<file path="config.mk">
export PLATFORM = sky130hd
export DESIGN_NAME = lb_reset_seq
export DESIGN_NICKNAME = d
export VERILOG_FILES = /design/src/rtl/lb_reset_seq.sv
export SDC_FILE = /design/constraint.sdc
export NUM_CORES = 1
export LEC_CHECK = 0
export BUFFER_PORTS_ARGS = -buffer_cell sky130_fd_sc_hd__buf_2
export CELL_PAD_IN_SITES_DETAIL_PLACEMENT = 0
export CELL_PAD_IN_SITES_GLOBAL_PLACEMENT = 1
export CORE_MARGIN = 5
export CORE_UTILIZATION = 46
export DETAILED_ROUTE_END_ITERATION = 10
export PLACE_DENSITY_LB_ADDON = 0.1
export SKIP_LAST_GASP = 1
export SLEW_MARGIN = 20
export SYNTH_ARGS = -nofsm -noshare
export SYNTH_HDL_FRONTEND = slang
export SYNTH_SLANG_ARGS = --single-unit
</file>
<file path="constraint.sdc">
create_clock -name clk -period 3.45 [get_ports clk]
set_input_delay 0.8625 -clock clk [delete_from_list [all_inputs] [get_ports clk]]
set_output_delay 0.8625 -clock clk [all_outputs]
set_load 0.05 [all_outputs]
</file>
<file path="src/rtl/lb_reset_seq.sv">
// lb_reset_seq: parametrised SoC reset sequencer.
// Holds all domain resets through a stretch period after board reset or a
// soft trigger (debounced button or software request), then releases them
// one by one in index order with a fixed stagger. A sticky cause code records
// the most recent reset source.
module lb_reset_seq #(
    parameter int NUM_RESETS     = 3,
    parameter int SYNC_STAGES    = 2,
    parameter int STRETCH_CYCLES = 16,
    parameter int STAGGER_CYCLES = 8,
    parameter int FILTER_CYCLES  = 4
) (
    input  logic                  clk,
    input  logic                  resetb,
    input  logic                  ext_btn,
    input  logic                  sw_reset_req,
    output logic [NUM_RESETS-1:0] system_reset,
    output logic                  reset_done,
    output logic [1:0]            reset_cause
);

    localparam int MAX_CNT = (STRETCH_CYCLES > STAGGER_CYCLES) ? STRETCH_CYCLES : STAGGER_CYCLES;
    localparam int CNT_W   = $clog2(MAX_CNT + 1);
    localparam int IDX_W   = $clog2(NUM_RESETS + 1);
    localparam int FILT_W  = $clog2(FILTER_CYCLES + 1);

    localparam logic [1:0] CAUSE_BOARD  = 2'b00;
    localparam logic [1:0] CAUSE_BUTTON = 2'b01;
    localparam logic [1:0] CAUSE_SW     = 2'b10;

    typedef enum logic [1:0] {
        ST_HOLD,
        ST_RELEASE,
        ST_RUN
    } state_t;

    logic [SYNC_STAGES-1:0] rst_sync_q;
    logic [SYNC_STAGES-1:0] btn_sync_q;
    logic [FILT_W-1:0]      filt_q;
    logic                   rst_released;
    logic                   btn_qual;
    logic                   trigger;

    state_t                 state_q, state_d;
    logic [CNT_W-1:0]       cnt_q, cnt_d;
    logic [IDX_W-1:0]       idx_q, idx_d;
    logic [NUM_RESETS-1:0]  sr_q, sr_d;
    logic                   done_q, done_d;
    logic [1:0]             cause_q, cause_d;

    // Board reset synchroniser: asserts asynchronously, releases after SYNC_STAGES edges.
    // NOTE: resetb clears the chain asynchronously so assertion never waits for a clock;
    // only the release is synchronised by shifting ones through the chain.
    always_ff @(posedge clk or negedge resetb) begin
        if (!resetb) rst_sync_q <= '0;
        else         rst_sync_q <= {rst_sync_q[SYNC_STAGES-2:0], 1'b1};
    end

    assign rst_released = rst_sync_q[SYNC_STAGES-1];

    // Push-button synchroniser into the clock domain.
    always_ff @(posedge clk or negedge resetb) begin
        if (!resetb) btn_sync_q <= '0;
        else         btn_sync_q <= {btn_sync_q[SYNC_STAGES-2:0], ext_btn};
    end

    // Saturating run-length counter of synchronised button highs; any low clears it.
    always_ff @(posedge clk or negedge resetb) begin
        if (!resetb)                                   filt_q <= '0;
        else if (!btn_sync_q[SYNC_STAGES-1])           filt_q <= '0;
        else if (filt_q != FILT_W'(FILTER_CYCLES))     filt_q <= filt_q + FILT_W'(1);
    end

    assign btn_qual = (filt_q == FILT_W'(FILTER_CYCLES));
    assign trigger  = sw_reset_req | btn_qual;

    // Sequencer state and all registered outputs.
    // NOTE: sequential state uses non-blocking assignments so every flop samples
    // pre-edge values regardless of block ordering.
    always_ff @(posedge clk or negedge resetb) begin
        if (!resetb) begin
            state_q <= ST_HOLD;
            cnt_q   <= '0;
            idx_q   <= '0;
            sr_q    <= '1;
            done_q  <= 1'b0;
            cause_q <= CAUSE_BOARD;
        end else begin
            state_q <= state_d;
            cnt_q   <= cnt_d;
            idx_q   <= idx_d;
            sr_q    <= sr_d;
            done_q  <= done_d;
            cause_q <= cause_d;
        end
    end

    // Next-state logic: soft trigger overrides everything, otherwise stretch then stagger.
    // NOTE: every signal gets its hold value first so no path leaves one unassigned,
    // which would otherwise infer a latch.
    always_comb begin
        state_d = state_q;
        cnt_d   = cnt_q;
        idx_d   = idx_q;
        sr_d    = sr_q;
        done_d  = done_q;
        cause_d = cause_q;

        if (trigger) begin
            state_d = ST_HOLD;
            cnt_d   = '0;
            idx_d   = '0;
            sr_d    = '1;
            done_d  = 1'b0;
            cause_d = btn_qual ? CAUSE_BUTTON : CAUSE_SW;
        end else begin
            case (state_q)
                ST_HOLD: begin
                    if (rst_released) begin
                        if (cnt_q == CNT_W'(STRETCH_CYCLES - 1)) begin
                            cnt_d   = '0;
                            sr_d[0] = 1'b0;
                            if (NUM_RESETS == 1) begin
                                state_d = ST_RUN;
                                done_d  = 1'b1;
                            end else begin
                                state_d = ST_RELEASE;
                                idx_d   = IDX_W'(1);
                            end
                        end else begin
                            cnt_d = cnt_q + CNT_W'(1);
                        end
                    end
                end
                ST_RELEASE: begin
                    if (cnt_q == CNT_W'(STAGGER_CYCLES - 1)) begin
                        cnt_d = '0;
                        sr_d  = sr_q & ~(NUM_RESETS'(1) << idx_q);
                        if (idx_q == IDX_W'(NUM_RESETS - 1)) begin
                            state_d = ST_RUN;
                            done_d  = 1'b1;
                        end else begin
                            idx_d = idx_q + IDX_W'(1);
                        end
                    end else begin
                        cnt_d = cnt_q + CNT_W'(1);
                    end
                end
                ST_RUN: begin
                    // Quiescent until the next soft trigger.
                end
                default: begin
                    state_d = ST_HOLD;
                    cnt_d   = '0;
                    idx_d   = '0;
                    sr_d    = '1;
                    done_d  = 1'b0;
                end
            endcase
        end
    end

    assign system_reset = sr_q;
    assign reset_done   = done_q;
    assign reset_cause  = cause_q;

endmodule

</file>
==> flow_summary.ini, run 1 <==
[synth]
yosysTopAreaCell = dfrtp_1
ys_types = 40
syn_area_um2 = 1170
ys_warn_count = 0
yosysSeqAreaShare_pct = 47.5
synth-async-reset-ratio_pct = 100
synth_area_leaders = dfrtp_1 41%, ha_1 8.6%, dfstp_2 6.8%
synth_edf_count = 0
synth_area_per_cell_um2 = 10.7
synth_nets = 121
ys_ff_latch = 22
synth-main-ff-cell = dfrtp_1
synth_top_area_share_pct = 40.8
netlist_instances = 109

[placement]
gp_congestion = 0.856
place.port_buffers = 9
post_dp_cell_area_um2 = 1200
place_hpwl_mm = 1.48

[timing]
finalHoldViolCount = 0
setup_viol = 0
layout_min_cycle_time_ns = 1.99
rsz0062_at_grt = false
slew_headroom_pct = 65.3
fmaxAchievable_mhz = 503
fin_crit_sh_pct = 57.7
finClkSkew_ns = 0.00274
tns_ns = 0
slew_viol_final = 0
worstMarginPinSlew_ns = 0.520

[critical_path]
crit_path_start_kind = flip-flop
critPathMaxFanout = 2
crit_slowest_cell = dfstp_2
critPathKind = flip-flop to primary output
path_buf_inv = 1
critPathCaptureType = primary output
path_cells = buf_2
slowest_delay_ns = 0.56
crit_required_ns = 2.59
critPathTopFamily = flip-flops
critPathArrivalTime_ns = 1.13

[worst_hold_path]
hold_path_class = flip-flop to flip-flop

[route]
drc = 0
first_pass_iters = 4
num_vias = 789
ant_nets = 0
vias_per_cell = 5.33
drt_iter0_drc = 13
routedWlPerCell_um = 13.7
wirelength_mm = 2.03

[finish]
nNetsFinal = 131
antenna_cells = 0
drive_above_1_share_pct = 20.3
area_growth_pct = 7.72
multi_input_comb_area_um2 = 526
final_area_um2 = 1260
ff_latch_area_um2 = 554
n_fill_cell = 234

[global_routing]
grt_start_max_net_pins = 23
grt_first_pass_wirelength_mm = 3.60
grt.overflow.total = 0
grt_pass1_vias = 810
grt_usage_pct = 13.3
antenna_found_initial = 0

[die]
dieArea_um2 = 3640
core-area_um2 = 2450
rows = 18
io_pins = 10
die_height_um = 60.4
chipWidth_um = 60.4
initial_utilization_pct = 47.5

[power_and_ir_drop]
irDropWorstVdd_uv = 279
cellPowerDensity_nw_per_um2 = 474
p_leak_nw = 0.558

[outcome]
status = complete, no violations

[clock_network]
clk_path_buf_depth = 2
cts_buffers = 3
htreeDepth = 1
cts_root_buf = clkbuf_4
path_clk_slew_ns = 0.12
cts_tree = done
cts_sinks = 22
post_cts_buffers = 0
clock_latency_ns = 0.30
cts_resized = 0
holdBufCountCts = 0

[run]
timing.max_cap.violations = 0
-- cell families (layout without fill, tap and decap cells) --
kind of cell               Yosys count  count (layout)  share of synthesized area (%)
and+or+nand+nor                     30              30                           15.3
AOI/OAI and AO/OA                   29              29                           17.6
DFF                                 22              22                           47.5
buffers and inverters               15              24                           7.40
adders and majority gates            8               8                           8.58
xor gates and xnor gates             2               2                           1.50
muxes                                2               2                           1.72
other                                1               1                          0.322
-- metal layers --
| metal | vias to the layer above | global-route usage (%) | wire (um) |
|---|---|---|---|
| met5 | - | 0 | 0 |
| met4 | 0 | 6.65 | 37 |
| met3 | 4 | 2.77 | 60 |
| met2 | 10 | 21.0 | 863 |
| met1 | 370 | 17.3 | 1070 |
| li1 | 405 | - | - |
-- placed cells by master, fill, tap and decap left out, drive strengths merged, types with 2 or more instances in the layout --
master / instances
nand2: 8
dfrtp: 19
nor4: 2
inv: 11
a221o: 2
o31ai: 2
a21oi: 5
xnor2: 2
o21ai: 8
dfstp: 3
nand2b: 2
and2: 2
ha: 8
clkbuf: 3
nand3: 4
nor3: 2
nor2: 2
a31oi: 2
buf: 9
mux2i: 2
-- per-stage QoR --
step                utilization (%)  setup WS, ns  hold slack, ns  cells  power, mW
global placement               49.0          1.38           0.333    144      0.404
detailed placement             49.0          1.34           0.336    144      0.405
CTS                            51.2          1.45           0.367    148      0.606
floorplan                         -          1.71           0.331    109      0.381
finish                         51.2          1.46           0.362    148      0.595
global route                   51.2          1.35           0.376    148      0.634
-- state kept, by name, indices dropped and copies added, names as in the netlist --
signal,count
system_reset,3
cnt_q,5
state_q,2
reset_cause,2
rst_sync_q,2
reset_done,1
btn_sync_q,2
filt_q,3
idx_q,2
-- synth_stat cells (2+ instances only) --
master    number
a21oi_1        5
dfstp_2        3
a31oi_1        2
nor4_1         2
o31ai_1        2
o21ai_0        8
nand3_1        4
dfrtp_1       19
buf_6          4
ha_1           8
a221o_2        2
nand2b_1       2
nor2_1         2
nand2_1        8
mux2i_1        2
xnor2_1        2
inv_1         11
-- final timing paths --
check	start	end	slack, ns	depth (start not counted)
min	btn_sync_q[0]	btn_sync_q[1]	0.36	0
min reg2reg	btn_sync_q[0]	btn_sync_q[1]	0.36	0
min in group asynchronous	resetb	reset_cause[1]	0.49	1
max	system_reset[2]	system_reset[2]	1.46	1
max in group asynchronous	resetb	system_reset[0]	2.60	1
max reg2reg	cnt_q[0]	system_reset[0]	1.52	8
-- power by group --
part	total (mW)	switching (mW)	leakage [nW]	internal, mW
Combinational	0.0956	0.0607	0.254	0.0350
Clock	0.196	0.0791	0.0279	0.117
Sequential	0.303	0.0219	0.276	0.281
-- layout make-up --
class                           instances  area share, %
Clock buffer                            3           1.79
Clock inverter                          1           2.39
Inverter                               11           3.29
Multi-Input combinational cell         72           41.8
Sequential cell                        22           44.1
Tap cell                               30           2.99
Timing Repair Buffer                    9           3.59
Power figures use the tool's default switching activity.
==> run 2, diff against run 1 <==
--- a/config.mk
+++ b/config.mk
@@ -9,7 +9,7 @@
 export CELL_PAD_IN_SITES_DETAIL_PLACEMENT = 0
 export CELL_PAD_IN_SITES_GLOBAL_PLACEMENT = 1
 export CORE_MARGIN = 5
-export CORE_UTILIZATION = 46
+export CORE_UTILIZATION = 41
 export DETAILED_ROUTE_END_ITERATION = 10
 export PLACE_DENSITY_LB_ADDON = 0.1
 export SKIP_LAST_GASP = 1
==> constraint.sdc (replaced) <==
create_clock -name clk -period 1.8 [get_ports clk]
set_input_delay 0.45 -clock clk [delete_from_list [all_inputs] [get_ports clk]]
set_output_delay 0.45 -clock clk [all_outputs]
set_load 0.05 [all_outputs]
==> flow_summary.ini, run 2 (synthesized netlist as in run 1, its figures left out) <==
[route]
routedWlPerCell_um = 15.1
first_pass_iters = 3
ant_nets = 0
num_vias = 842
drt_iter0_drc = 19
drc = 0
wirelength_mm = 2.34
vias_per_cell = 5.43

[die]
rows = 19
initial_utilization_pct = 42.7
die_height_um = 63.3
dieArea_um2 = 4010
core-area_um2 = 2730
chipWidth_um = 63.3
io_pins = 10

[finish]
instances_no_fill = 155
final_core_util_pct = 49.1
largest_reg_flops = 5
largest_register = cnt_q
final_cell_mix = 19 x dfrtp_1, 10 x inv_1, 9 x buf_2
final_common_cell = dfrtp_1
n_fill_cell = 251
area_growth_pct = 15.1
drive_above_1_share_pct = 29.8
nNetsFinal = 137
antenna_cells = 0

[placement]
place_hpwl_mm = 1.69
dp.cells = 151
place.port_buffers = 9
gp_congestion = 0.773

[timing]
slew_viol_final = 0
fin_crit_sh_pct = 95.4
fmaxAchievable_mhz = 582
setup_viol = 0
finalHoldViolCount = 0
worstMarginPinSlew_ns = 0.567
slew_headroom_pct = 62.2
layout_min_cycle_time_ns = 1.72
finClkSkew_ns = 0.0110

[power_and_ir_drop]
irDropWorstVdd_uv = 502
cellPowerDensity_nw_per_um2 = 887
p_leak_nw = 0.587
finalPower_mw = 1.19

[clock_network]
cts_tree = done
clk_path_buf_depth = 2
cts_sinks = 22
path_clk_slew_ns = 0.14
htreeDepth = 1
clock_latency_ns = 0.32
cts_buffers = 3
cts_root_buf = clkbuf_4

[global_routing]
grt_usage_pct = 13.1
grt_start_max_net_pins = 23
grt_pass1_vias = 916
grt.overflow.total = 0
antenna_found_initial = 0
grt_first_pass_wirelength_mm = 4.17

[outcome]
status = complete, no violations

[critical_path]
path_cells = ha_2, nand3_2, inv_2, ha_4, and3b_2, o22ai_4, mux2i_1, nor3_2
critPathArrivalTime_ns = 1.95
crit_path_start_kind = flip-flop
critPathKind = flip-flop to flip-flop
critPathCaptureType = flip-flop
crit_required_ns = 2.03
critPathMaxFanout = 5
slowest_delay_ns = 0.42
crit_slowest_cell = dfrtp_1

[worst_hold_path]
hold_path_class = input pin to asynchronous set/reset pin

[run]
timing.max_cap.violations = 0
## run 2: critical path: cells and delay by family, from the launching register on
kind / cells / cell delay, ns
flip-flops: 1 / 0.42
AND/OR/NAND/NOR: 3 / 0.38
AO/OA/AOI/OAI: 1 / 0.18
multiplexers: 1 / 0.26
adder cells (fa/ha/maj): 2 / 0.36
buffers and inverters: 1 / 0.05
## run 2: layout make-up
cell class | count | area (um2) | share of cell area (%)
Sequential cell | 22 | 554 | 41.3
Tap cell | 31 | 38.8 | 2.89
Timing Repair Buffer | 15 | 90.1 | 6.71
Clock inverter | 1 | 30.0 | 2.24
Multi-Input combinational cell | 72 | 566 | 42.1
Clock buffer | 3 | 22.5 | 1.68
Inverter | 11 | 41.3 | 3.08
## run 2: worst paths after layout
check / start / endpoint / slack [ns] / depth (start not counted)
min: resetb / cnt_q[2] / 0.06 / 1
min reg2reg: rst_sync_q[0] / rst_sync_q[1] / 0.37 / 0
max in group asynchronous: resetb / system_reset[2] / 1.38 / 1
max reg2reg: cnt_q[1] / idx_q[0] / 0.08 / 8
max: cnt_q[1] / idx_q[0] / 0.08 / 8
min in group clk: ext_btn / btn_sync_q[0] / 0.23 / 1
## run 2: report_power, final
group / leakage, nW / switching (mW) / internal, mW
Combinational: 0.283 / 0.130 / 0.0888
Sequential: 0.276 / 0.0423 / 0.539
Clock: 0.0279 / 0.166 / 0.225
Total: 0.587 / 0.338 / 0.853
## run 2: through the flow
step	area [um2]	TNS (ns)	hold WS [ns]	worst slack (ns)
floorplan	1170	0	0.154	0.109
finish	1340	0	0.0604	0.0832
CTS	1310	0	0.0911	0.00202
global placement	1250	0	0.332	0.0308
global route	1340	-0.0194	0.102	-0.0194
detailed placement	1250	0	0.341	0.000524
## run 2: repair_timing
action,in CTS,in global routing
setup buffers,0,0
cloned,0,0
pin swaps,0,4
setup endpoints to repair,1,6
hold buffers,0,0
resized for setup,1,9
## run 2: layer usage
layer,track usage (%),wire length (um)
met1,16.3,1130
met2,21.3,1090
met5,0,0
met3,3.20,74
met4,5.45,44
